--- config.mk ---
export PLATFORM = sky130hd
export DESIGN_NAME = satatrn_txdmaseq_flat
export DESIGN_NICKNAME = d
export VERILOG_FILES = /design/src/rtl/satatrn_txdmaseq_if.sv /design/src/rtl/satatrn_txdmaseq.sv /design/src/flat_wrapper.sv
export SDC_FILE = /design/constraint.sdc
export NUM_CORES = 1
export LEC_CHECK = 0
export BUFFER_PORTS_ARGS = -buffer_cell sky130_fd_sc_hd__buf_2
export CAP_MARGIN = 30
export CORE_ASPECT_RATIO = 0.9
export CORE_MARGIN = 1.5
export CORE_UTILIZATION = 30
export CTS_CLUSTER_SIZE = 10
export DETAILED_ROUTE_END_ITERATION = 10
export GPL_TIMING_DRIVEN = 0
export PLACE_DENSITY = 0.62
export SLEW_MARGIN = 20
export SYNTH_ARGS = -nofsm -noshare
export SYNTH_HDL_FRONTEND = slang
export SYNTH_SLANG_ARGS = --single-unit
--- constraint.sdc ---
create_clock -name i_phy_clk -period 2.57 [get_ports i_phy_clk]
set_input_delay 0.3855 -clock i_phy_clk [delete_from_list [all_inputs] [get_ports i_phy_clk]]
set_output_delay 0.3855 -clock i_phy_clk [all_outputs]
set_load 0.01 [all_outputs]
--- src/rtl/satatrn_txdmaseq_if.sv ---
// Payload stream from the DMA buffer and data port toward the transport TX arbiter.
interface satatrn_txdmaseq_if;
  localparam int unsigned DW = 32;

  logic          s_valid;
  logic          s_ready;
  logic [DW-1:0] s_data;
  logic          o_valid;
  logic          i_ready;
  logic [DW-1:0] o_data;
  logic          o_last;
  logic          o_txgate;

  modport master (
    input  s_valid, s_data, i_ready,
    output s_ready, o_valid, o_data, o_last, o_txgate
  );

  modport slave (
    output s_valid, s_data, i_ready,
    input  s_ready, o_valid, o_data, o_last, o_txgate
  );
endinterface

--- src/rtl/satatrn_txdmaseq.sv ---
// Host-to-device DMA write sequencer: splits a command into Data FIS segments,
// paces each on a DMA Activate and tracks per-FIS link completion.
module satatrn_txdmaseq #(
  parameter int unsigned LGLEN    = 20,
  parameter int unsigned LGMAXFIS = 11
) (
  input  logic               i_phy_clk,
  input  logic               i_phy_reset_n,
  input  logic               i_abort,
  input  logic               i_cmd_valid,
  output logic               o_cmd_ready,
  input  logic [LGLEN-1:0]   i_cmd_len,
  input  logic               i_dma_activate,
  satatrn_txdmaseq_if.master bus,
  input  logic               i_link_done,
  input  logic               i_link_err,
  output logic               o_busy,
  output logic               o_done,
  output logic               o_err,
  output logic [LGLEN-1:0]   o_remaining
);
  localparam int unsigned SEGW = LGMAXFIS + 1;
  localparam int unsigned GAPW = 2;
  localparam logic [LGLEN-1:0] MAXFIS_LEN = LGLEN'(1) << LGMAXFIS;
  localparam logic [SEGW-1:0]  MAXFIS_SEG = SEGW'(1) << LGMAXFIS;
  localparam logic [GAPW-1:0]  GAP_RELOAD = GAPW'(3);

  typedef enum logic [1:0] {
    S_IDLE,
    S_WAIT_ACT,
    S_SEND,
    S_WAIT_DONE
  } state_t;

  state_t            state;
  logic              act_pend;
  logic [SEGW-1:0]   seg;
  logic [GAPW-1:0]   gap;
  logic [LGLEN-1:0]  remaining;
  logic              send;
  logic              hs;

  // Payload path is combinational while in SEND and fully gated otherwise
  assign send          = (state == S_SEND);
  assign hs            = send && bus.s_valid && bus.i_ready;
  assign o_cmd_ready   = (state == S_IDLE) && !i_abort;
  assign bus.o_txgate  = send;
  assign bus.o_valid   = send && bus.s_valid;
  assign bus.s_ready   = send && bus.i_ready;
  assign bus.o_data    = send ? bus.s_data : '0;
  assign bus.o_last    = send && (seg == SEGW'(1));
  assign o_busy        = (state != S_IDLE);
  assign o_remaining   = remaining;

  always_ff @(posedge i_phy_clk or negedge i_phy_reset_n) begin
    if (!i_phy_reset_n) begin
      state     <= S_IDLE;
      act_pend  <= 1'b0;
      seg       <= '0;
      gap       <= '0;
      remaining <= '0;
      o_done    <= 1'b0;
      o_err     <= 1'b0;
    end else begin
      o_done <= 1'b0;
      o_err  <= 1'b0;
      if (gap != '0) gap <= gap - GAPW'(1);
      if ((state != S_IDLE) && i_dma_activate) act_pend <= 1'b1;
      // A dword handed over in the abort cycle still counts as sent
      if (hs) begin
        seg       <= seg - SEGW'(1);
        remaining <= remaining - LGLEN'(1);
      end

      if (i_abort && (state != S_IDLE)) begin
        state    <= S_IDLE;
        o_err    <= 1'b1;
        act_pend <= 1'b0;
      end else begin
        case (state)
          S_IDLE: begin
            if (i_cmd_valid && o_cmd_ready) begin
              remaining <= i_cmd_len;
              if (i_cmd_len == '0) o_done <= 1'b1;
              else                 state  <= S_WAIT_ACT;
            end
          end
          S_WAIT_ACT: begin
            // Entry consumes the pending activate, including one arriving this cycle
            if (act_pend && (gap == '0)) begin
              state    <= S_SEND;
              act_pend <= 1'b0;
              seg      <= (remaining > MAXFIS_LEN) ? MAXFIS_SEG : SEGW'(remaining);
            end
          end
          S_SEND: begin
            if (hs && (seg == SEGW'(1))) begin
              state <= S_WAIT_DONE;
              gap   <= GAP_RELOAD;
            end
          end
          S_WAIT_DONE: begin
            if (i_link_err) begin
              o_err <= 1'b1;
              state <= S_IDLE;
            end else if (i_link_done) begin
              if (remaining == '0) begin
                o_done <= 1'b1;
                state  <= S_IDLE;
              end else begin
                state <= S_WAIT_ACT;
              end
            end
          end
          default: state <= S_IDLE;
        endcase
      end
    end
  end
endmodule
--- src/flat_wrapper.sv ---
// flat-port wrapper written by rule: the top's interface ports become plain ports
module satatrn_txdmaseq_flat 
#(
  parameter int unsigned LGLEN    = 20,
  parameter int unsigned LGMAXFIS = 11
)
  (i_phy_clk, i_phy_reset_n, i_abort, i_cmd_valid, o_cmd_ready, i_cmd_len, i_dma_activate, i_link_done, i_link_err, o_busy, o_done, o_err, o_remaining, bus_s_valid, bus_s_data, bus_i_ready, bus_s_ready, bus_o_valid, bus_o_data, bus_o_last, bus_o_txgate);
  satatrn_txdmaseq_if bus_i ();
  input  logic i_phy_clk;
  input  logic i_phy_reset_n;
  input  logic i_abort;
  input  logic i_cmd_valid;
  output logic o_cmd_ready;
  input  logic [LGLEN-1:0] i_cmd_len;
  input  logic i_dma_activate;
  input  logic i_link_done;
  input  logic i_link_err;
  output logic o_busy;
  output logic o_done;
  output logic o_err;
  output logic [LGLEN-1:0] o_remaining;
  input wire logic [$bits(bus_i.s_valid)-1:0] bus_s_valid;
  input wire logic [$bits(bus_i.s_data)-1:0] bus_s_data;
  input wire logic [$bits(bus_i.i_ready)-1:0] bus_i_ready;
  output wire logic [$bits(bus_i.s_ready)-1:0] bus_s_ready;
  output wire logic [$bits(bus_i.o_valid)-1:0] bus_o_valid;
  output wire logic [$bits(bus_i.o_data)-1:0] bus_o_data;
  output wire logic [$bits(bus_i.o_last)-1:0] bus_o_last;
  output wire logic [$bits(bus_i.o_txgate)-1:0] bus_o_txgate;
  assign bus_i.s_valid = bus_s_valid;
  assign bus_i.s_data = bus_s_data;
  assign bus_i.i_ready = bus_i_ready;
  assign bus_s_ready = bus_i.s_ready;
  assign bus_o_valid = bus_i.o_valid;
  assign bus_o_data = bus_i.o_data;
  assign bus_o_last = bus_i.o_last;
  assign bus_o_txgate = bus_i.o_txgate;
  satatrn_txdmaseq #(.LGLEN(LGLEN), .LGMAXFIS(LGMAXFIS)) u_core (.i_phy_clk(i_phy_clk), .i_phy_reset_n(i_phy_reset_n), .i_abort(i_abort), .i_cmd_valid(i_cmd_valid), .o_cmd_ready(o_cmd_ready), .i_cmd_len(i_cmd_len), .i_dma_activate(i_dma_activate), .bus(bus_i), .i_link_done(i_link_done), .i_link_err(i_link_err), .o_busy(o_busy), .o_done(o_done), .o_err(o_err), .o_remaining(o_remaining));
endmodule
==> flow_summary.json <==
{
  "outcome": "finished, final reports clean",
  "timing.critical_path.to_type": "flop",
  "total_iterations_of_the_first_detailed_routing_run": 4,
  "post_synth_xor_area_fraction": 0.0961,
  "layout_commonest_cell": "sky130_fd_sc_hd__buf_2",
  "synthAdderAreaFrac": 0.0392,
  "synth_seq_area_share": 0.383,
  "syn_nets": 364,
  "tritoncts": "done",
  "mostFrequentLayoutCells": "120 x sky130_fd_sc_hd__buf_2, 40 x sky130_fd_sc_hd__nor2_1, 39 x sky130_fd_sc_hd__dfrtp_1",
  "fillers": 835,
  "wire_per_inst_um": 14.4,
  "top_level_ports": 121,
  "maxClockFrequency_ghz": 0.421,
  "portion_of_synthesized_cell_area_occupied_by_the_leading_cell_type": 0.383,
  "drive_above_1_share": 0.329,
  "die_ht_um": 90.5,
  "p_total_mw": 3.27,
  "synth.top_cells.by_area": "sky130_fd_sc_hd__dfrtp_1 38%, sky130_fd_sc_hd__and2_1 8.3%, sky130_fd_sc_hd__xnor2_1 6.5%",
  "regArea_um2": 976,
  "worst_pin_slew_ns": 0.552,
  "synthesis.area_per_instance_um2": 8.65,
  "nets": 492,
  "drv.max_cap_violation_count": 0,
  "count_of_inserted_antenna_diode_cells": 0,
  "drt_iter0_markers": 131,
  "power.combinational.fraction": 0.497,
  "synth.ff_latch_count": 39,
  "synth_top_family_by_area": "simple AND/OR/NAND/NOR gates",
  "synth-simple-area-share": 0.313,
  "worst_slack_setup_final_ns": 0.195,
  "final_wirelength_um": 7510,
  "power.density_nw_per_um2": 958,
  "netSwitchingFraction": 0.442,
  "vias_per_cell": 4.95,
  "synth_compound_area_frac": 0.126,
  "area_of_the_core_um2": 8150,
  "core.rowCount": 31,
  "gp_congestion": 0.819,
  "grt_max_degree": 40,
  "seq_power_share": 0.374,
  "setup_total_neg_slack_ns": 0,
  "gr-total-overflow": 0,
  "yosysTopAreaCell": "sky130_fd_sc_hd__dfrtp_1",
  "ys_warn_count": 0,
  "synth_mux_area_frac": 0.00392,
  "x_dimension_of_the_die_um": 100,
  "crit_path_start_kind": "flop",
  "clock_insertion_delay_at_the_later_pin_of_the_skew_report_ns": 0.29,
  "vdd_ir_drop_max_uv": 478,
  "postSynthCellCount": 295,
  "antenna_left": 0,
  "timing_max_transition_violations_final": 0,
  "synth_enable_flop_cells": 0,
  "grt_pass1_vias": 2532,
  "grt_setup_unrepaired": "true",
  "worst_clock_skew_ns": 0.00441,
  "via_count": 2584,
  "multi_input_area_um2": 1490,
  "synth.cell_area_um2": 2550,
  "dp_slack_ns": -0.0432,
  "grt_total_usage": 0.165,
  "required_time_of_the_critical_path_ns": 2.72,
  "clkPwrFrac": 0.129,
  "quantity_of_i_o_buffers_inserted_on_ports": 120,
  "max_slew_margin": 0.632,
  "worstHoldPathType": "primary input to asynchronous set/reset pin",
  "power_switching_mw": 1.45,
  "die_area_um2": 9070,
  "synthFlopType": "sky130_fd_sc_hd__dfrtp_1",
  "final_min_period_over_clock_period": 0.924,
  "reg2reg_launch_point": "u_core.state[0]",
  "cts_buffers": 5,
  "critical_path_source": "u_core.state[0]",
  "initial_utilization": 0.313,
  "sum_of_net_half_perimeters_after_detailed_placement_um": 5810,
  "antenna_found_initial": 0,
  "final-hold-violation-count": 0,
  "path_class": "flop to flop",
  "cp.arrival_ns": 2.52,
  "intPower_mw": 1.82,
  "detail_route.drc_violations": 0,
  "cts_hold_repair.buffers": 0,
  "yosys.cell_types.count": 46,
  "critical_path.max_fanout": 7,
  "cts_htree_levels": 2,
  "cts-root-to-sink-buffers": 2,
  "grt_pass1_wl_um": 12100,
  "flow.area_growth_from_synthesis_pct": 33.7,
  "clock-sinks": 39,
  "period_needed_ns": 2.38,
  "cts_root_buffer": "sky130_fd_sc_hd__clkbuf_8",
  "final_util": 0.419,
  "leakage_nw": 1.60,
  "clkSlewWorstSetupHoldPaths_ns": 0.07,
  "postSynth.asyncResetShare": 1.00,
  "finalSetupViolations": 0
}
## flip-flops by register name, summed over array words and instances, names as in the netlist
| signal | cells |
|---|---|
| u_core.seg | 12 |
| u_core.act_pend | 1 |
| u_core.o_done | 1 |
| u_core.o_remaining | 20 |
| u_core.gap | 2 |
| u_core.o_err | 1 |
| u_core.state | 2 |
## layout make-up
type,instances,area share
Buffer,14,0.0183
Clock buffer,6,0.0242
Timing Repair Buffer,121,0.184
Inverter,11,0.0121
Clock inverter,1,0.00147
Multi-Input combinational cell,231,0.437
Tap cell,99,0.0363
Sequential cell,39,0.286
## synthesized netlist by cell type (3+ instances only)
library cell and count:
sky130_fd_sc_hd__a21oi_1 25, sky130_fd_sc_hd__and2_1 34, sky130_fd_sc_hd__clkbuf_1 11, sky130_fd_sc_hd__dfrtp_1 39, sky130_fd_sc_hd__ha_1 8, sky130_fd_sc_hd__inv_1 11
sky130_fd_sc_hd__nand2_1 19, sky130_fd_sc_hd__nand2b_1 3, sky130_fd_sc_hd__nand3_1 5, sky130_fd_sc_hd__nand4_1 5, sky130_fd_sc_hd__nor2_1 40, sky130_fd_sc_hd__nor3_1 9
sky130_fd_sc_hd__nor4_1 11, sky130_fd_sc_hd__o21ai_0 3, sky130_fd_sc_hd__o2bb2ai_1 10, sky130_fd_sc_hd__xnor2_1 19, sky130_fd_sc_hd__xor2_1 9
## power by group through the flow
stage | combinational (mW) | sequential [mW] | clock, mW
after floorplan | 0.976 | 1.22 | 0
after global placement | 1.59 | 1.21 | 0
after detailed placement | 1.62 | 1.22 | 0
after CTS | 1.63 | 1.21 | 0.430
after global routing | 1.82 | 1.27 | 0.454
final | 1.63 | 1.22 | 0.420
## per-layer routing
layer,vias to the layer above,wire (µm),track usage
li1,1283,-,-
met1,1210,3340,0.211
met2,73,3670,0.278
met3,18,341,0.0286
met4,0,154,0.0587
met5,-,0,0
## through the flow
step / hold WS, ns / std cells / cell area [µm²]
detailed placement: 0.502 / 514 / 3280
global route: 0.0410 / 522 / 3410
floorplan: 0.0899 / 295 / 2550
CTS: 0.252 / 521 / 3370
finish: 0.0238 / 522 / 3410
global placement: 0.483 / 514 / 3280
## final timing paths
path / endpoint / slack (ns) / cells past startpoint
max: u_core.o_remaining[19] / 0.19 / 8
min: u_core.o_remaining[16] / 0.02 / 1
max reg2reg: u_core.o_remaining[19] / 0.19 / 8
min reg2reg: u_core.gap[0] / 0.51 / 1
max in group asynchronous: u_core.o_remaining[3] / 2.08 / 2
min in group i_phy_clk: u_core.o_err / 0.33 / 3
## kinds of logic after synthesis
| family | Yosys count |
|---|---|
| flip-flops | 39 |
| AND/OR/NAND/NOR | 145 |
| adder cells (fa/ha/maj) | 8 |
| XOR/XNOR | 28 |
| AO/OA/AOI/OAI | 49 |
| buffers and inverters | 25 |
| multiplexers | 1 |
## what timing repair did
| item | in CTS | in global routing |
|---|---|---|
| resized for setup | 1 | 5 |
| setup endpoints to repair | 8 | 39 |
| buffers inserted | 0 | 0 |
## worst max-delay path, cell delays in order, from the launching register on
cell	delay [ns]
sky130_fd_sc_hd__dfrtp_1	0.44
sky130_fd_sc_hd__inv_1	0.13
sky130_fd_sc_hd__ha_1	0.28
sky130_fd_sc_hd__and3_1	0.18
sky130_fd_sc_hd__clkbuf_1	0.23
sky130_fd_sc_hd__nand3_1	0.34
sky130_fd_sc_hd__nor4b_2	0.39
sky130_fd_sc_hd__xnor2_1	0.16
sky130_fd_sc_hd__a21oi_1	0.08
Power figures use the tool's default switching activity.
